==> config.mk <==
export PLATFORM = sky130hd
export DESIGN_NAME = demux8_dispatch_ctrl
export DESIGN_NICKNAME = d
export VERILOG_FILES = /design/src/rtl/demux8_dispatch_pkg.sv /design/src/rtl/demux8_dispatch_ctrl_rr_pick8.sv /design/src/rtl/demux8_dispatch_ctrl.sv
export SDC_FILE = /design/constraint.sdc
export NUM_CORES = 1
export LEC_CHECK = 0
export CORE_MARGIN = 5
export CORE_UTILIZATION = 55
export CTS_BUF_LIST = sky130_fd_sc_hd__clkbuf_8
export DETAILED_ROUTE_END_ITERATION = 16
export GPL_ROUTABILITY_DRIVEN = 0
export PLACE_DENSITY = 0.89
export SYNTH_ARGS = -nofsm -noshare
export SYNTH_HDL_FRONTEND = slang
export SYNTH_SLANG_ARGS = --single-unit
export TNS_END_PERCENT = 100
==> constraint.sdc <==
create_clock -name clk -period 7.4 [get_ports clk]
set_input_delay 1.11 -clock clk [delete_from_list [all_inputs] [get_ports clk]]
set_output_delay 1.11 -clock clk [all_outputs]
set_load 0.1 [all_outputs]
==> src/rtl/demux8_dispatch_pkg.sv <==
// Shared types and constants for the 1-to-8 dispatch controller.
package demux8_dispatch_pkg;
  localparam int NUM_OUT = 8;
  localparam int SEL_W   = 3;

  localparam logic MODE_ADDR = 1'b0;
  localparam logic MODE_RR   = 1'b1;

  typedef enum logic {
    IDLE = 1'b0,
    HOLD = 1'b1
  } state_t;
endpackage

==> src/rtl/demux8_dispatch_ctrl_rr_pick8.sv <==
// Rotating-priority search: first asserted req at or after ptr (mod 8).
// With no request asserted, idx falls back to ptr and found stays low.
module rr_pick8
  import demux8_dispatch_pkg::*;
(
  input  logic [SEL_W-1:0]   ptr,
  input  logic [NUM_OUT-1:0] req,
  output logic [SEL_W-1:0]   idx,
  output logic               found
);
  always_comb begin
    idx   = ptr;
    found = 1'b0;
    // Walk from the farthest offset down so the nearest hit is assigned last.
    for (int k = NUM_OUT - 1; k >= 0; k--) begin
      if (req[ptr + SEL_W'(k)]) begin
        idx   = ptr + SEL_W'(k);
        found = 1'b1;
      end
    end
  end
endmodule

==> src/rtl/demux8_dispatch_ctrl.sv <==
// One-entry dispatch controller for a 1-to-8 demux, addressed or round-robin.
// Optional stall timeout with a drop pulse: define DEMUX8_DISPATCH_TIMEOUT_EN.
module demux8_dispatch_ctrl
  import demux8_dispatch_pkg::*;
#(
  parameter int DW      = 8,
  parameter int TIMEOUT = 15
) (
  input  logic               clk,
  input  logic               rst,
  input  logic               in_valid,
  output logic               in_ready,
  input  logic [DW-1:0]      in_data,
  input  logic [SEL_W-1:0]   in_dest,
  input  logic               mode,
  input  logic [NUM_OUT-1:0] out_ready,
  output logic [NUM_OUT-1:0] out_valid,
  output logic [DW-1:0]      out_data,
  output logic [SEL_W-1:0]   sel,
  output logic               busy,
  output logic [15:0]        sent_cnt
`ifdef DEMUX8_DISPATCH_TIMEOUT_EN
  ,
  output logic               drop
`endif
);
  if (TIMEOUT < 1 || TIMEOUT > 255) begin : g_bad_timeout
    $error("TIMEOUT must be in 1..255");
  end

  state_t             r_state, w_next;
  logic [DW-1:0]      r_data;
  logic [SEL_W-1:0]   r_sel, r_rr_ptr, w_idx, w_target;
  logic [15:0]        r_sent_cnt;
  logic               w_found, w_accept, w_done, w_tmo;

  rr_pick8 u_pick (
    .ptr   (r_rr_ptr),
    .req   (out_ready),
    .idx   (w_idx),
    .found (w_found)
  );

  assign w_target = (mode == MODE_RR) ? (w_found ? w_idx : r_rr_ptr) : in_dest;
  assign w_accept = (r_state == IDLE) && in_valid;
  assign w_done   = (r_state == HOLD) && out_ready[r_sel];

`ifdef DEMUX8_DISPATCH_TIMEOUT_EN
  logic [7:0] r_stall;
  logic       r_drop;

  // Fires on the stall cycle that brings the count up to TIMEOUT.
  assign w_tmo = (r_state == HOLD) && !out_ready[r_sel] &&
                 (r_stall + 8'd1 == 8'(TIMEOUT));
  assign drop  = r_drop;

  always_ff @(posedge clk or posedge rst) begin
    if (rst) begin
      r_stall <= 8'd0;
      r_drop  <= 1'b0;
    end else begin
      r_drop <= w_tmo;
      if (w_accept)
        r_stall <= 8'd0;
      else if (r_state == HOLD && !out_ready[r_sel])
        r_stall <= r_stall + 8'd1;
    end
  end
`else
  assign w_tmo = 1'b0;
`endif

  always_ff @(posedge clk or posedge rst) begin
    if (rst) r_state <= IDLE;
    else     r_state <= w_next;
  end

  always_comb begin
    w_next    = r_state;
    in_ready  = 1'b0;
    busy      = 1'b0;
    out_valid = '0;
    case (r_state)
      IDLE: begin
        in_ready = 1'b1;
        if (in_valid) w_next = HOLD;
      end
      HOLD: begin
        busy      = 1'b1;
        out_valid = NUM_OUT'(1) << r_sel;
        if (w_done || w_tmo) w_next = IDLE;
      end
      default: w_next = IDLE;
    endcase
  end

  always_ff @(posedge clk or posedge rst) begin
    if (rst) begin
      r_data     <= '0;
      r_sel      <= '0;
      r_sent_cnt <= 16'd0;
      r_rr_ptr   <= '0;
    end else begin
      if (w_accept) begin
        r_data <= in_data;
        r_sel  <= w_target;
      end
      if (w_done)
        r_sent_cnt <= r_sent_cnt + 16'd1;
      // Both completion and drop move the round-robin pointer past sel.
      if (w_done || w_tmo)
        r_rr_ptr <= r_sel + SEL_W'(1);
    end
  end

  assign out_data = r_data;
  assign sel      = r_sel;
  assign sent_cnt = r_sent_cnt;
endmodule

Word-level counts from Yosys, hierarchy flattened
Cells that the tools add are included. Widths: inputs -> output; s select.

Bitwise operators: 1. Mux-type cells: 42. Shift operators: 1. Order comparisons: 9. Reduce and logical (&&, ||, !) cells: 2. Add/subtract/negate cells: 9.

Operators by type and width (count): $lt 3x4->1 const B (9); $mux 3 (10); $bmux 1 s3 (9); $mux 1 (21); $add 16x1->16 const B (1); $add 3x3->3 const B (4); $mux 8 (1); $shl 1x3->8 const A (1); $add 3x1->3 const B (2); $add 3x2->3 const B (2); $logic_and 1x1->1 (2); $pmux 1 s2 (1); $not 1->1 (1).

Logic and storage cells: 69. Bits in registers: 31. Output and inout bits: 37. Input bits: 23.

Logic depth before layout (Yosys ltp)
Depth after elaboration: 13. Depth in mapped cells: 12. Mapped depth without buffers: 9.

Cells and area by module
From an unflattened synthesis, not the netlist that was laid out.

Cells, all modules: 261. Area total of the unflattened synthesis: 2517.4 um^2.

Modules (own cells, without submodules): demux8_dispatch_ctrl (area each 1626.6 um^2, cells each 159, instances 1, sequential area each 775.7 um^2); rr_pick8 (area each 890.9 um^2, cells each 102, instances 1, sequential area each 0.0 um^2).

Worst setup path before layout
No wires, ideal clock.

Path kind: reg2reg. Start: register r_rr_ptr[1]. End: register r_sel[0], in the netlist sel[0]. Stages on the path, launching flop included: 13. Required time: 7268 ps. Period minus slack after synthesis: 3339 ps. Data arrival time: 3208 ps. Path buffers: 3. Setup slack: 4061 ps. Library setup time: 132 ps. Cells stage by stage: dfrtp_1 clkbuf_1 clkbuf_1 inv_1 ha_1 buf_6 mux4_2 mux2i_2 nand3_2 a2111o_1 and4_4 nor3_2 o22ai_1.

Longest elaborated chain between the ends: 13. Elaborated cells between the ends (all ways): 41. Those cells by class: add/sub: 7; mux: 34.

Ends and longest elaborated chain: from (decl) (RTL line demux8_dispatch_ctrl.sv:33) `logic [SEL_W-1:0] r_sel, r_rr_ptr, w_idx, w_target;`; from (signal assigned) (RTL line demux8_dispatch_ctrl.sv:112) `r_rr_ptr <= r_sel + SEL_W'(1);`; $add 3x3->3 (RTL line demux8_dispatch_ctrl_rr_pick8.sv:16) `if (req[ptr + SEL_W'(k)]) begin`; $bmux 1 s3 (RTL line demux8_dispatch_ctrl_rr_pick8.sv:16); $mux 1 (not written as such) (RTL line demux8_dispatch_ctrl_rr_pick8.sv:16); $mux 3 or $mux 1 (tied branches) (8 in series) (RTL line demux8_dispatch_ctrl_rr_pick8.sv:16); $mux 3 * (2 in series) (RTL line demux8_dispatch_ctrl.sv:44) `assign w_target = (mode == MODE_RR) ? (w_found ? w_idx : r_rr_ptr) : in_dest;`; to (signal assigned) (RTL line demux8_dispatch_ctrl.sv:106) `r_sel <= w_target;`; to (decl) (RTL line demux8_dispatch_ctrl.sv:33).

Every way passes the cells marked *; elsewhere a longest branch is shown, timed or not. The select of a mux whose other input is x is not followed. A chain may end at the register's enable or synchronous reset.

Worst setup path after layout
Ends and elaborated chain as after synthesis.

==> impl_metrics.env <==
export IMPL_core_area_mm2=0.004058
export IMPL_gr_usage_all_layers_pct=21.88
export IMPL_cts_tree="yes"
export IMPL_setup_viol=0
export IMPL_synthFlopType="dfrtp_1"
export IMPL_syn_area_per_cell_um2=9.199
export IMPL_cp_arrival_ns=3.81
export IMPL_final_util_pct=74.81
export IMPL_dp_hpwl_mm=4.305
export IMPL_drive_above_1_share_pct=9.740
export IMPL_maxSlewViolCount=0
export IMPL_antenna_found_initial=0
export IMPL_max_stage_delay_ns=0.71
export IMPL_synth_cells=253
export IMPL_insertedDiodeCount=0
export IMPL_fin_nets=339
export IMPL_fin_tns_setup_ns=0
export IMPL_ant_nets=0
export IMPL_tightest_slew_ns=0.9902
export IMPL_die_y_um=75.05
export IMPL_dieArea_mm2=0.005633
export IMPL_h_tree_depth=2
export IMPL_synth_warning_count=0
export IMPL_placementRows=23
export IMPL_relSlewSlack_pct=33.78
export IMPL_yosysTopAreaCell="dfrtp_1"
export IMPL_syn_cell_area_mm2=0.002327
export IMPL_worstPathCellList="inv_1, ha_1, mux4_2, mux2i_2, nand3_2, a2111o_1, and4_4, nor3_2, o22ai_1"
export IMPL_synthesis_nets=285
export IMPL_drv_cap=0
export IMPL_wl_per_cell_um=16.02
export IMPL_first_iter_violations=170
export IMPL_clock_path_buffers=2
export IMPL_max_freq_mhz=273.6
export IMPL_fillerInstances=275
export IMPL_first_global_vias=1987
export IMPL_yosysUniqueCellTypes=52
export IMPL_wl_mm=5.736
export IMPL_finalHoldViolCount=0
export IMPL_critPathKind="reg2reg"
export IMPL_period_needed_ns=3.655
export IMPL_worst_setup_path_start_kind="register"
export IMPL_ys_seq_elements=31
export IMPL_fin_worst_skew_ns=0.005562
export IMPL_synth_common_cells="50 x nand2_1, 31 x dfrtp_1, 15 x nor2_1"
export IMPL_min_period_over_period_pct=49.39
export IMPL_remaining_drc_errors=0
export IMPL_synth_edff_count=0
export IMPL_grt_pass1_wl_mm=9.384
export IMPL_synthToLayoutAreaGrowth_pct=30.43
export IMPL_clock_latency_ns=0.29
export IMPL_hold_buffers=0
export IMPL_path_clk_slew_ns=0.06
export IMPL_grt_max_degree=32
export IMPL_ys_seq_area_share_pct=33.33
export IMPL_cpLargestDelayFamily="multiplexers"
export IMPL_cp_end_kind="register"
export IMPL_io_pins=60
export IMPL_rsz0062_at_grt="no"
export IMPL_start_util_pct=57.35
export IMPL_cts_setup_buffers=0
export IMPL_numCtsBuffers=5
export IMPL_cp_max_fo=16
export IMPL_cp_required_ns=7.55
export IMPL_min_path_type="reg2reg"
export IMPL_cts_resized=0
export IMPL_async_flop_share_pct=100.0
export IMPL_crit_buf_inv=1
export IMPL_clock_sinks=31
export IMPL_synth_top_area_share_pct=33.33
export IMPL_status="finished, final reports clean"
export IMPL_synth_most_common_cell="nand2_1"
export IMPL_vias=2077
export IMPL_yosys_top_cells_area="dfrtp_1 33%, mux4_2 9.7%, nand2_1 8.1%"
export IMPL_multiInputGateArea_mm2=0.001429
export IMPL_dr_pass1_iters=4
export IMPL_vias_per_cell=5.802
export IMPL_die_w_um=75.05
export IMPL_grt_ovfl_total=0
export IMPL_ctsRootBufferMaster="clkbuf_8"
export IMPL_seq_area_um2=775.7
export IMPL_portBuffers=59
export IMPL_crit_path_top_delay_cell="dfrtp_1"
[state kept, by name (all words and copies together), names as in the netlist]
signal and cells:
out_data 8, sent_cnt 16, r_rr_ptr 3, r_state 1, sel 3
[per-stage QoR]
step | area [um2] | instances | setup slack (ns) | hold WS (ns)
CTS | 3035 | 358 | 3.767 | 0.4806
global route | 3035 | 358 | 3.435 | 0.4920
floorplan | 2327 | 253 | 4.061 | 0.6379
global placement | 2918 | 350 | 3.778 | 0.4564
detailed placement | 2918 | 350 | 3.766 | 0.4629
finish | 3035 | 358 | 3.745 | 0.4719
[worst reg2reg max path: stages, from the launching register on]
cell,delay [ns]
dfrtp_1,0.71
inv_1,0.24
ha_1,0.60
mux4_2,0.67
mux2i_2,0.27
nand3_2,0.16
a2111o_1,0.45
and4_4,0.18
nor3_2,0.14
o22ai_1,0.09
[layer usage]
layer	GRT usage, %	vias up	wire length, um
li1	-	999	-
met1	28.70	991	2472
met2	33.95	77	2753
met3	6.943	10	420
met4	8.103	0	89
met5	0	-	0
[layout by cell type (no fill, tap or decap), types with 2 or more instances in the layout]
cell type         n
nor2b_1           4
mux2i_2           3
xor2_1            8
a211oi_1          2
and3_1            8
ha_1              9
mux2_2            3
and2_1            3
a21boi_0          2
mux2i_1           6
a21oi_1           4
nand2_1          50
xnor2_1          11
nor2_1           15
nor3_1            5
inv_1            14
nand2b_1          4
a22oi_1           2
clkbuf_8          6
dfrtp_1          31
nand3_1           7
a221oi_1          2
clkdlybuf4s50_1  59
nand4_1           5
o21ai_0           9
mux4_2           10
[layout make-up]
class	count	area share (%)
flip-flops and latches	31	25.56
well taps	50	2.061
multi-input cells	195	47.07
clock buffers	6	2.721
repair buffers	60	19.70
clock inverters	2	1.154
inverters	14	1.731
[cells by family after synthesis]
group                      share of synthesized area, %
DFF                                               33.33
and+or+nand+nor                                   22.10
xor gates and xnor gates                          7.151
AOI/OAI and AO/OA                                 11.83
adders and majority gates                         4.839
muxes                                             15.48
buffers and inverters                             5.269
[final timing paths]
kind | startpoint | to | slack (ns) | depth (start not counted)
max | r_rr_ptr[1]$_DFFE_PP0P_ | sel[0]$_DFFE_PP0P_ | 3.74 | 9
min | sent_cnt[15]$_DFFE_PP0P_ | sent_cnt[15]$_DFFE_PP0P_ | 0.47 | 1
max reg2reg | r_rr_ptr[1]$_DFFE_PP0P_ | sel[0]$_DFFE_PP0P_ | 3.74 | 9
min reg2reg | sent_cnt[15]$_DFFE_PP0P_ | sent_cnt[15]$_DFFE_PP0P_ | 0.47 | 1
max in group asynchronous | rst | sel[2]$_DFFE_PP0P_ | 5.93 | 3
min in group asynchronous | rst | sent_cnt[8]$_DFFE_PP0P_ | 1.19 | 3
Power is not shown: default switching activity piles up to over one toggle a cycle in this logic, so the estimate is an artifact.
